--- src/rtl/mul_hazard_fwd_unit_pkg.sv ---
`default_nettype none
// ============================================================================
//  Module      : mul_hazard_fwd_unit_pkg
//  Description : Shared definitions for the MUL-aware hazard/forwarding unit.
//                Holds the EX operand-mux select encodings and the in-flight
//                multiply scoreboard slot record.
//  Revision    : 1.0 - initial release
// ============================================================================
package mul_hazard_fwd_unit_pkg;

   // EX operand mux selects
   localparam logic [1:0] FWD_RF     = 2'b00;
   localparam logic [1:0] FWD_MEM_WB = 2'b01;
   localparam logic [1:0] FWD_EX_MEM = 2'b10;
   localparam logic [1:0] FWD_MUL    = 2'b11;

   // Slot rd field is sized for the widest supported register address;
   // narrower addresses are zero-extended on entry. REG_ADDR_W must not
   // exceed SLOT_AW.
   localparam int SLOT_AW = 8;

   typedef struct packed {
      logic               valid;
      logic [SLOT_AW-1:0] rd;
   } slot_t;

endpackage
`default_nettype wire

--- src/rtl/mul_hazard_fwd_unit_scoreboard.sv ---
`default_nettype none
// ============================================================================
//  Module      : mul_hazard_fwd_unit_scoreboard
//  Description : Shift-register scoreboard of in-flight multiplies.
//                MUL_LAT-1 slots; slot[0] captures the MUL issuing from
//                ID/EX, slot[MUL_LAT-2] is the completing (done) slot.
//  Ports       : clk_i/arst_i     clock, async active-high reset
//                issue_i/issue_rd_i  MUL entering the multiplier this cycle
//                src_i            ID-stage source addresses (NUM_SRC packed)
//                dst_i            ID-stage destination address
//                raw_hit_o        per source: hit in a slot too young to forward
//                waw_hit_o        ID dst hits a slot that would retire too late
//                done_valid_o/done_rd_o  completing MUL
//                busy_o           any MUL issuing or in flight
//  Revision    : 1.0 - initial release
// ============================================================================
module mul_hazard_fwd_unit_scoreboard
   import mul_hazard_fwd_unit_pkg::*;
#(
   parameter int NUM_SRC    = 2,
   parameter int REG_ADDR_W = 5,
   parameter int MUL_LAT    = 4
) (
   input  logic                          clk_i,
   input  logic                          arst_i,
   input  logic                          issue_i,
   input  logic [REG_ADDR_W-1:0]         issue_rd_i,
   input  logic [NUM_SRC*REG_ADDR_W-1:0] src_i,
   input  logic [REG_ADDR_W-1:0]         dst_i,
   output logic [NUM_SRC-1:0]            raw_hit_o,
   output logic                          waw_hit_o,
   output logic                          done_valid_o,
   output logic [REG_ADDR_W-1:0]         done_rd_o,
   output logic                          busy_o
);

   localparam int NSLOT = MUL_LAT - 1;

   slot_t [NSLOT-1:0] slot_q;
   slot_t [NSLOT-1:0] slot_d;

   always_comb begin
      slot_d          = '0;
      slot_d[0].valid = issue_i;
      slot_d[0].rd    = issue_i ? SLOT_AW'(issue_rd_i) : '0;
      for (int j = 1; j < NSLOT; j++) begin
         slot_d[j] = slot_q[j-1];
      end
   end

   always_ff @(posedge clk_i or posedge arst_i) begin
      if (arst_i) begin
         slot_q <= '0;
      end else begin
         slot_q <= slot_d;
      end
   end

   // Slots 0..MUL_LAT-4 cannot supply a result in time for an ID reader;
   // slot MUL_LAT-3 will be the done slot when that reader reaches EX.
   // For WAW, any slot that has not yet reached the done slot would retire
   // after a younger writer in ID.
   always_comb begin
      raw_hit_o = '0;
      waw_hit_o = 1'b0;
      busy_o    = issue_i;
      for (int j = 0; j < NSLOT; j++) begin
         busy_o = busy_o | slot_q[j].valid;
         if (j <= MUL_LAT - 3) begin
            waw_hit_o = waw_hit_o |
                        (slot_q[j].valid && (slot_q[j].rd == SLOT_AW'(dst_i)));
         end
         if (j <= MUL_LAT - 4) begin
            for (int s = 0; s < NUM_SRC; s++) begin
               raw_hit_o[s] = raw_hit_o[s] |
                  (slot_q[j].valid &&
                   (slot_q[j].rd == SLOT_AW'(src_i[s*REG_ADDR_W +: REG_ADDR_W])));
            end
         end
      end
   end

   assign done_valid_o = slot_q[NSLOT-1].valid;
   assign done_rd_o    = slot_q[NSLOT-1].valid ?
                         slot_q[NSLOT-1].rd[REG_ADDR_W-1:0] : '0;

endmodule
`default_nettype wire

--- src/rtl/mul_hazard_fwd_unit.sv ---
`default_nettype none
// ============================================================================
//  Module      : mul_hazard_fwd_unit
//  Description : Hazard detection and EX forwarding for a 5-stage pipeline
//                with a pipelined MUL_LAT-cycle multiplier. Stalls ID on
//                load-use, unresolved MUL RAW and MUL WAW hazards; selects
//                EX operand sources including the multiplier output.
//  Ports       : *_IF_ID_i  instruction in ID     *_ID_EX_i  instruction in EX
//                *_EX_MEM_i / *_MEM_WB_i  later stages
//                stall_o, forward_o (2 bits per source), mul_done_o/mul_rd_o,
//                sb_busy_o, stall_cnt_mul_o / stall_cnt_load_o
//  Config      : HAZARD_STATS_EN - enables saturating stall counters;
//                otherwise the counter ports are tied to zero.
//  Revision    : 1.0 - initial release
// ============================================================================
module mul_hazard_fwd_unit
   import mul_hazard_fwd_unit_pkg::*;
#(
   parameter int NUM_SRC    = 2,
   parameter int REG_ADDR_W = 5,
   parameter int MUL_LAT    = 4
) (
   input  logic                          clk_i,
   input  logic                          arst_i,
   input  logic [NUM_SRC*REG_ADDR_W-1:0] rs_IF_ID_i,
   input  logic [NUM_SRC-1:0]            rs_used_IF_ID_i,
   input  logic [REG_ADDR_W-1:0]         rd_IF_ID_i,
   input  logic                          reg_write_IF_ID_i,
   input  logic [NUM_SRC*REG_ADDR_W-1:0] rs_ID_EX_i,
   input  logic [REG_ADDR_W-1:0]         rd_ID_EX_i,
   input  logic                          reg_write_ID_EX_i,
   input  logic                          mem_read_ID_EX_i,
   input  logic                          is_mul_ID_EX_i,
   input  logic                          kill_ID_EX_i,
   input  logic [REG_ADDR_W-1:0]         rd_EX_MEM_i,
   input  logic                          reg_write_EX_MEM_i,
   input  logic [REG_ADDR_W-1:0]         rd_MEM_WB_i,
   input  logic                          reg_write_MEM_WB_i,
   output logic                          stall_o,
   output logic [2*NUM_SRC-1:0]          forward_o,
   output logic                          mul_done_o,
   output logic [REG_ADDR_W-1:0]         mul_rd_o,
   output logic                          sb_busy_o,
   output logic [31:0]                   stall_cnt_mul_o,
   output logic [31:0]                   stall_cnt_load_o
);

   logic                  w_issue;
   logic [NUM_SRC-1:0]    w_sb_raw_hit;
   logic                  w_sb_waw_hit;
   logic                  w_done_valid;
   logic [REG_ADDR_W-1:0] w_done_rd;
   logic                  w_raw_mul;
   logic                  w_load_use;
   logic                  w_waw;

   // Killed MULs and MULs to x0 never occupy the scoreboard.
   assign w_issue = is_mul_ID_EX_i & reg_write_ID_EX_i & ~kill_ID_EX_i &
                    (rd_ID_EX_i != '0);

   mul_hazard_fwd_unit_scoreboard #(
      .NUM_SRC    (NUM_SRC),
      .REG_ADDR_W (REG_ADDR_W),
      .MUL_LAT    (MUL_LAT)
   ) u_scoreboard (
      .clk_i        (clk_i),
      .arst_i       (arst_i),
      .issue_i      (w_issue),
      .issue_rd_i   (rd_ID_EX_i),
      .src_i        (rs_IF_ID_i),
      .dst_i        (rd_IF_ID_i),
      .raw_hit_o    (w_sb_raw_hit),
      .waw_hit_o    (w_sb_waw_hit),
      .done_valid_o (w_done_valid),
      .done_rd_o    (w_done_rd),
      .busy_o       (sb_busy_o)
   );

   // ID source hazards; unread sources and x0 are ignored.
   always_comb begin
      logic [REG_ADDR_W-1:0] v_rs;
      w_raw_mul  = 1'b0;
      w_load_use = 1'b0;
      v_rs       = '0;
      for (int s = 0; s < NUM_SRC; s++) begin
         v_rs = rs_IF_ID_i[s*REG_ADDR_W +: REG_ADDR_W];
         if (rs_used_IF_ID_i[s] && (v_rs != '0)) begin
            // With MUL_LAT == 2 the issuing MUL is already the done slot
            // when this reader reaches EX, so it need not wait.
            w_raw_mul  = w_raw_mul | w_sb_raw_hit[s] |
                         ((MUL_LAT >= 3) && w_issue && (v_rs == rd_ID_EX_i));
            w_load_use = w_load_use |
                         (mem_read_ID_EX_i && (rd_ID_EX_i != '0) &&
                          (v_rs == rd_ID_EX_i));
         end
      end
   end

   assign w_waw = reg_write_IF_ID_i && (rd_IF_ID_i != '0) &&
                  ((w_issue && (rd_IF_ID_i == rd_ID_EX_i)) || w_sb_waw_hit);

   assign stall_o = w_raw_mul | w_load_use | w_waw;

   // EX operand selects: youngest producer wins.
   always_comb begin
      logic [REG_ADDR_W-1:0] v_src;
      forward_o = '0;
      v_src     = '0;
      for (int s = 0; s < NUM_SRC; s++) begin
         v_src = rs_ID_EX_i[s*REG_ADDR_W +: REG_ADDR_W];
         if (v_src != '0) begin
            if (reg_write_EX_MEM_i && (rd_EX_MEM_i == v_src)) begin
               forward_o[2*s +: 2] = FWD_EX_MEM;
            end else if (reg_write_MEM_WB_i && (rd_MEM_WB_i == v_src)) begin
               forward_o[2*s +: 2] = FWD_MEM_WB;
            end else if (w_done_valid && (w_done_rd == v_src)) begin
               forward_o[2*s +: 2] = FWD_MUL;
            end else begin
               forward_o[2*s +: 2] = FWD_RF;
            end
         end
      end
   end

   assign mul_done_o = w_done_valid;
   assign mul_rd_o   = w_done_rd;

`ifdef HAZARD_STATS_EN
   logic [31:0] stall_cnt_mul_q,  stall_cnt_mul_d;
   logic [31:0] stall_cnt_load_q, stall_cnt_load_d;

   // A cycle with both a MUL-related and a load-use cause counts as MUL.
   always_comb begin
      stall_cnt_mul_d  = stall_cnt_mul_q;
      stall_cnt_load_d = stall_cnt_load_q;
      if ((w_raw_mul || w_waw) && (stall_cnt_mul_q != 32'hFFFF_FFFF)) begin
         stall_cnt_mul_d = stall_cnt_mul_q + 32'd1;
      end
      if (w_load_use && !(w_raw_mul || w_waw) &&
          (stall_cnt_load_q != 32'hFFFF_FFFF)) begin
         stall_cnt_load_d = stall_cnt_load_q + 32'd1;
      end
   end

   always_ff @(posedge clk_i or posedge arst_i) begin
      if (arst_i) begin
         stall_cnt_mul_q  <= '0;
         stall_cnt_load_q <= '0;
      end else begin
         stall_cnt_mul_q  <= stall_cnt_mul_d;
         stall_cnt_load_q <= stall_cnt_load_d;
      end
   end

   assign stall_cnt_mul_o  = stall_cnt_mul_q;
   assign stall_cnt_load_o = stall_cnt_load_q;
`else
   assign stall_cnt_mul_o  = '0;
   assign stall_cnt_load_o = '0;
`endif

endmodule
`default_nettype wire

--- config.mk ---
export PLATFORM = sky130hd
export DESIGN_NAME = mul_hazard_fwd_unit
export DESIGN_NICKNAME = d
export VERILOG_FILES = /design/src/rtl/mul_hazard_fwd_unit_pkg.sv /design/src/rtl/mul_hazard_fwd_unit_scoreboard.sv /design/src/rtl/mul_hazard_fwd_unit.sv
export SDC_FILE = /design/constraint.sdc
export NUM_CORES = 1
export LEC_CHECK = 0
export CAP_MARGIN = 20
export CORE_MARGIN = 5
export CORE_UTILIZATION = 30
export DETAILED_ROUTE_END_ITERATION = 8
export PLACE_DENSITY_LB_ADDON = 0.1
export SYNTH_ARGS = -nofsm -noshare
export SYNTH_HDL_FRONTEND = slang
export SYNTH_SLANG_ARGS = --single-unit
--- constraint.sdc ---
create_clock -name clk_i -period 2.1 [get_ports clk_i]
set_clock_uncertainty 0.05 [all_clocks]
set_input_delay 0.315 -clock clk_i [delete_from_list [all_inputs] [get_ports clk_i]]
set_output_delay 0.315 -clock clk_i [all_outputs]
set_load 0.05 [all_outputs]
== Yosys cells after proc, flatten, opt, wreduce, memory -nomap -nowiden ==
Index checks and enable logic that the tools add are counted.

* Bits of input ports: 51
* Bits in registers: 24
* Output and inout port bits: 76

* Equality and inequality tests: 13
* Bitwise gates (word level): 14
* Reductions and logical operators: 27
* Mux-type cells: 14

{| class="wikitable"
|+ Operator list
! operator !! number
|-
| $eq A5 B5 Y1 || 9
|-
| $eq A8 B5 Y1 || 4
|-
| $reduce_bool A5 Y1 || 6
|-
| $logic_and A1 B1 Y1 || 20
|-
| $mux W2 || 8
|-
| $mux W5 || 2
|-
| $or A1 B1 Y1 || 10
|-
| $mux W1 || 4
|-
| $and A1 B1 Y1 || 3
|-
| $logic_or A1 B1 Y1 || 1
|-
| $not A1 Y1 || 1
|}

== Longest topological paths before layout ==
* Word-level depth: 11
* Gate-level depth with buffers: 6
* Gate-level depth less buffers: 5

== Modules after synthesis ==
A second synthesis with hierarchy kept.

* Cells, all modules: 218
* Area, all modules: 1931.9 um2

{| class="wikitable"
|+ Modules (own cells, without submodules)
! module !! cells an instance !! area an instance (um2) !! times used
|-
| mul_hazard_fwd_unit || 159 || 1181.1 || 1
|-
| mul_hazard_fwd_unit_scoreboard || 59 || 750.7 || 1
|}

== Worst setup path before layout ==
OpenSTA, ideal clock, no wires.

* Path kind: reg2out
* Start: register u_scoreboard.slot_q (netlist bit u_scoreboard.done_valid_o)
* End: output forward_o[0]
* Slack: -0.708 ns
* Data required time: 1.735 ns
* Path buffers: 0
* Data arrival time: 2.443 ns
* Stages on the path, launching flop included: 6
* Path through: dfrtp_1 -> nand2_1 -> xnor2_1 -> nor3_1 -> a31oi_1 -> nor3_1

* Longest elaborated chain between the ends: 7

{| class="wikitable"
|+ Ends and longest elaborated chain
! item !! RTL line !! source
|-
| start: declaration || mul_hazard_fwd_unit_scoreboard.sv:39 || <nowiki>slot_t [NSLOT-1:0] slot_q;</nowiki>
|-
| start signal: assignment || mul_hazard_fwd_unit_scoreboard.sv:55 || <nowiki>slot_q <= slot_d;</nowiki>
|-
| $mux W5 || mul_hazard_fwd_unit_scoreboard.sv:84 || <nowiki>assign done_rd_o = slot_q[NSLOT-1].valid ?</nowiki>
|-
| $eq A5 B5 Y1 || mul_hazard_fwd_unit.sv:116 || <nowiki>end else if (w_done_valid && (w_done_rd == v_src)) begin</nowiki>
|-
| $logic_and A1 B1 Y1 (*) || mul_hazard_fwd_unit.sv:116 ||
|-
| $mux W2 (*) || mul_hazard_fwd_unit.sv:116 ||
|-
| $mux W2 (*) || mul_hazard_fwd_unit.sv:114 || <nowiki>end else if (reg_write_MEM_WB_i && (rd_MEM_WB_i == v_src)) begin</nowiki>
|-
| $mux W2 (*) || mul_hazard_fwd_unit.sv:112 || <nowiki>if (reg_write_EX_MEM_i && (rd_EX_MEM_i == v_src)) begin</nowiki>
|-
| $mux W2 (*) || mul_hazard_fwd_unit.sv:111 || <nowiki>if (v_src != '0) begin</nowiki>
|-
| end: declaration || mul_hazard_fwd_unit.sv:40 || <nowiki>output logic [2*NUM_SRC-1:0] forward_o,</nowiki>
|}

Mark *: on every way between the ends. The rest lies on a longest branch, timed or not.

== Worst setup path in the final report ==
* Start: input rd_ID_EX_i[2]
* End: output stall_o

* Longest elaborated chain between the ends: 10
* Elaborated cells on any way between the ends: 23
* Those cells by class: eq/ne: 3; mux: 4; bitwise: 7; reduce/logical: 9

{| class="wikitable"
|+ Ends and longest elaborated chain
! item !! RTL line !! source
|-
| start: declaration || mul_hazard_fwd_unit.sv:30 || <nowiki>input logic [REG_ADDR_W-1:0] rd_ID_EX_i,</nowiki>
|-
| $reduce_bool A5 Y1 (*) || mul_hazard_fwd_unit.sv:59 || <nowiki>(rd_ID_EX_i != '0);</nowiki>
|-
| $and A1 B1 Y1 (*) || mul_hazard_fwd_unit.sv:58 || <nowiki>assign w_issue = is_mul_ID_EX_i & reg_write_ID_EX_i & ~kill_ID_EX_i &</nowiki>
|-
| via u_scoreboard.issue_i || mul_hazard_fwd_unit_scoreboard.sv:26 || <nowiki>input logic issue_i,</nowiki>
|-
| $logic_and A1 B1 Y1 || mul_hazard_fwd_unit.sv:91 || <nowiki>((MUL_LAT >= 3) && w_issue && (v_rs == rd_ID_EX_i));</nowiki>
|-
| $or A1 B1 Y1 || mul_hazard_fwd_unit.sv:90 || <nowiki>w_raw_mul = w_raw_mul | w_sb_raw_hit[s] |</nowiki>
|-
| $mux W1 || mul_hazard_fwd_unit.sv:87 || <nowiki>if (rs_used_IF_ID_i[s] && (v_rs != '0)) begin</nowiki>
|-
| $or A1 B1 Y1 (2 in a row) || mul_hazard_fwd_unit.sv:90 ||
|-
| $mux W1 || mul_hazard_fwd_unit.sv:87 ||
|-
| $or A1 B1 Y1 || mul_hazard_fwd_unit.sv:102 || <nowiki>assign stall_o = w_raw_mul | w_load_use | w_waw;</nowiki>
|-
| $or A1 B1 Y1 (*) || mul_hazard_fwd_unit.sv:102 ||
|-
| end: declaration || mul_hazard_fwd_unit.sv:39 || <nowiki>output logic stall_o,</nowiki>
|}

Mark *: on every way through the listed nets, which the timed path passes. The rest lies on a longest branch.

==> impl_summary.txt <==
----------------------------------------------------
[Floorplanning]
  Chip width ... 89.8 um
  Die footprint ... 8070 sq um
  Count of boundary I/O pins ... 127
  Initial core utilization ... 30.5%
  Core area ... 6280 sq um
  Height of the die ... 89.8 um
  Rows ... 29

[Cells and area]
  Antenna diode instance count ... 0
  Final layout net count ... 373
  Proportion of layout cells with a drive suffix above 1 ... 32.7%
  Layout overhead on the synthesized area ... 51.9%
  Final design utilization ... 46.3%

[Power]
  Leakage power total ... 1.42 nW
  Peak supply drop ... 0.207 mV
  Post-layout power ... 1.26 mW
  Power density relative to cell area ... 434 nW/um^2

[Detailed routing]
  Number of search-and-repair iterations in the first detailed-routing pass ... 4
  Wire length after detailed routing ... 5330 um
  Residual DRC count ... 0
  1st-iter DRT viols ... 15
  Total via count after detailed routing ... 1648
  Antenna Violating Nets Remaining ... 0
  Average wire per standard cell ... 13.4 um
  Via count normalized by instance count ... 4.14

[Worst setup path]
  Worst stage delay on the critical path ... 0.52 ns
  Critical Path Start Type ... input port
  Critical-path cell with the highest stage delay ... sky130_fd_sc_hd__or4_4
  Cells along the critical path ... buf_2 -> or4_4 -> o21a_4 -> nand4_4 -> a31oi_1 -> or3_4 -> buf_8
  Family with the most delay on the worst path ... simple AND/OR/NAND/NOR gates
  Buf/Inv on CP ... 2
  Count of cell instances traversed by the critical path ... 7
  Path depth of the worst reg2reg path ... 0
  Worst setup path class ... in2out
  Data required time of the critical path ... 1.74 ns
  Critical path capture point type ... output port
  Maximum fanout encountered on the critical timing path ... 3
  CP arrival ... 1.87 ns

[Placement]
  Weighted congestion reported at the end of routability-driven placement ... 0.865
  Setup slack after placement ... -0.508 ns
  Post-detail-place hpwl ... 4570 um
  # port buffers ... 62

[CTS]
  Clock latency on the worst-skew pair ... 0.25 ns
  Worst-case clock buffer depth ... 2
  Sinks on the clock net ... 18
  Clock transition at path regs ... 0.06 ns
  Number of CTS-inserted buffers ... 3
  H-Tree Level Count ... 1
  CTS Hold Buffers Added ... 0
  Root buffer cell ... sky130_fd_sc_hd__clkbuf_8
  CTS tree ... built

[GRT]
  GRT Total Usage ... 12.7%
  Wire length of the first global-routing pass ... 8520 um
  Grt ovf ... 0
  Maximum number of pins on one net before global-route repair ... 19
  Number of antenna violations at the first check in global routing ... 0
  Via count of the first global-routing pass ... 1706

[Timing]
  Hold violation count in the final report ... 0
  Post-route worst setup slack ... -0.132 ns
  Final period demand of the worst path ... 2.23 ns
  Max-slew violation total from the final report ... 0
  Max_slew headroom ... 55.4%
  Final worst-path cycle share ... 106%
  Transition time of the tightest slew-check pin ... 0.669 ns
  # setup viols final ... 2
  Unrepaired setup endpoints after global routing ... yes
  Max Fclk ... 448 MHz

[Run status]
  Result of the run ... complete, but fails checks
  Failing checks ... negative setup slack

[Synthesis]
  Post-synthesis sequential element count ... 18
  Mean area per synthesized cell ... 8.89 sq um
  Count of yosys warnings during synthesis ... 0
  Post-synthesis instance area ... 1910 sq um
  Post-synth cell types ... 25
  Register area share after synthesis ... 23.6%
  Number of instances in the synthesized netlist ... 215

[Job]
  Max-cap violations ... 0

[Worst hold path]
  Worst hold stages ... 0
  Kind of path behind the tightest hold check ... reg2reg

----------------------------------------------------
## power by group
group | switching, mW | internal (mW)
Sequential | 0.0107 | 0.357
Clock | 0.106 | 0.166
Combinational | 0.419 | 0.202
## cell families (layout without fill, tap and decap cells)
| kind of cell | after synthesis | after routing | synth area share (%) |
|---|---|---|---|
| other | 1 | 64 | 0.196 |
| AND/OR/NAND/NOR | 51 | 51 | 16.4 |
| buffers and inverters | 68 | 111 | 26.1 |
| flip-flops | 18 | 18 | 23.6 |
| AO/OA/AOI/OAI | 12 | 12 | 3.99 |
| XOR/XNOR | 65 | 65 | 29.8 |
## metrics by stage
stage,setup TNS [ns],area (sq um),hold slack (ns),std cells
floorplan,0,2180,0.204,278
global placement,-1.83,2750,0.329,395
detailed placement,-1.85,2750,0.336,395
CTS,-0.183,2850,0.352,398
global route,-0.240,2900,0.361,398
finish,-0.174,2900,0.346,398
## worst paths after layout
kind	from	to	slack, ns
setup reg to reg	u_scoreboard.slot_d[10]	u_scoreboard.slot_d[19]	1.45
hold / removal	u_scoreboard.slot_d[21]	u_scoreboard.slot_q[21]	0.35
setup / recovery	rd_ID_EX_i[2]	stall_o	-0.13
min in group asynchronous	arst_i	u_scoreboard.slot_q[21]	0.42
max in group asynchronous	arst_i	u_scoreboard.done_valid_o	1.12
hold reg to reg	u_scoreboard.slot_d[21]	u_scoreboard.slot_q[21]	0.35
## cells in the final DEF, fill, tap and decap left out, drive strengths merged, types with 5 or more instances in the layout
cell type      synthesis  layout
or4                    9       9
xnor2                 26      26
clkbuf                 0       6
nand3                  8       8
xor2                  39      39
dfrtp                 18      18
nor3                   5       5
clkdlybuf4s50          0      12
conb                   1      64
buf                   65      63
clkdlybuf4s15          0      11
dlygate4sd2            0      16
and2                   8       8
nor4                   8       8
## cell usage after synthesis
cell type | instances | area, sq um
sky130_fd_sc_hd__buf_4 | 65 | 488
sky130_fd_sc_hd__xor2_1 | 39 | 342
sky130_fd_sc_hd__xnor2_1 | 26 | 228
sky130_fd_sc_hd__dfrtp_1 | 18 | 450
sky130_fd_sc_hd__nand3_1 | 8 | 40.0
sky130_fd_sc_hd__nor4_1 | 8 | 50.1
sky130_fd_sc_hd__or4_1 | 8 | 60.1
sky130_fd_sc_hd__and2_1 | 7 | 43.8
sky130_fd_sc_hd__nor3_1 | 5 | 25.0
sky130_fd_sc_hd__nor2_1 | 4 | 15.0
sky130_fd_sc_hd__a21oi_1 | 3 | 15.0
sky130_fd_sc_hd__a31oi_1 | 3 | 18.8
sky130_fd_sc_hd__inv_1 | 3 | 11.3
sky130_fd_sc_hd__o21ai_0 | 3 | 15.0
sky130_fd_sc_hd__and3_1 | 2 | 12.5
sky130_fd_sc_hd__nand2_1 | 2 | 7.51
sky130_fd_sc_hd__nand4_1 | 2 | 12.5
sky130_fd_sc_hd__o22ai_1 | 2 | 12.5
sky130_fd_sc_hd__and2_2 | 1 | 7.51
sky130_fd_sc_hd__and3b_1 | 1 | 8.76
sky130_fd_sc_hd__conb_1 | 1 | 3.75
sky130_fd_sc_hd__nand4_2 | 1 | 12.5
sky130_fd_sc_hd__o21a_4 | 1 | 15.0
sky130_fd_sc_hd__or3_1 | 1 | 6.26
sky130_fd_sc_hd__or4_4 | 1 | 11.3
## state kept, by name, indices dropped and copies added, names as in the netlist
register                   flops
u_scoreboard.slot_d           12
u_scoreboard.done_valid_o      1
u_scoreboard.slot_q            5
## final cells by class
class	instances	area (sq um)
inverter	3	11.3
sequential	18	452
fill	660	3370
tap	77	96.3
clock buffer	4	55.1
multi-input combinational	192	1360
timing repair buffer	104	926
## layer usage
metal | GRT usage [%] | share of wire (%) | wire length [um] | up-vias
met1 | 14.7 | 39 | 2060 | 756
met2 | 23.8 | 52 | 2780 | 82
met5 | 0 | 0 | 0 | -
li1 | - | - | - | 806
met4 | 3.40 | 1.1 | 60 | 0
met3 | 2.25 | 8.1 | 430 | 4
## what timing repair did
action | in CTS | in global routing
setup endpoints to repair | 6 | 6
pin swaps | 27 | 11
gates resized for setup | 103 | 22
setup buffers | 1 | 1
No activity file was read; power rests on OpenSTA's default activity.
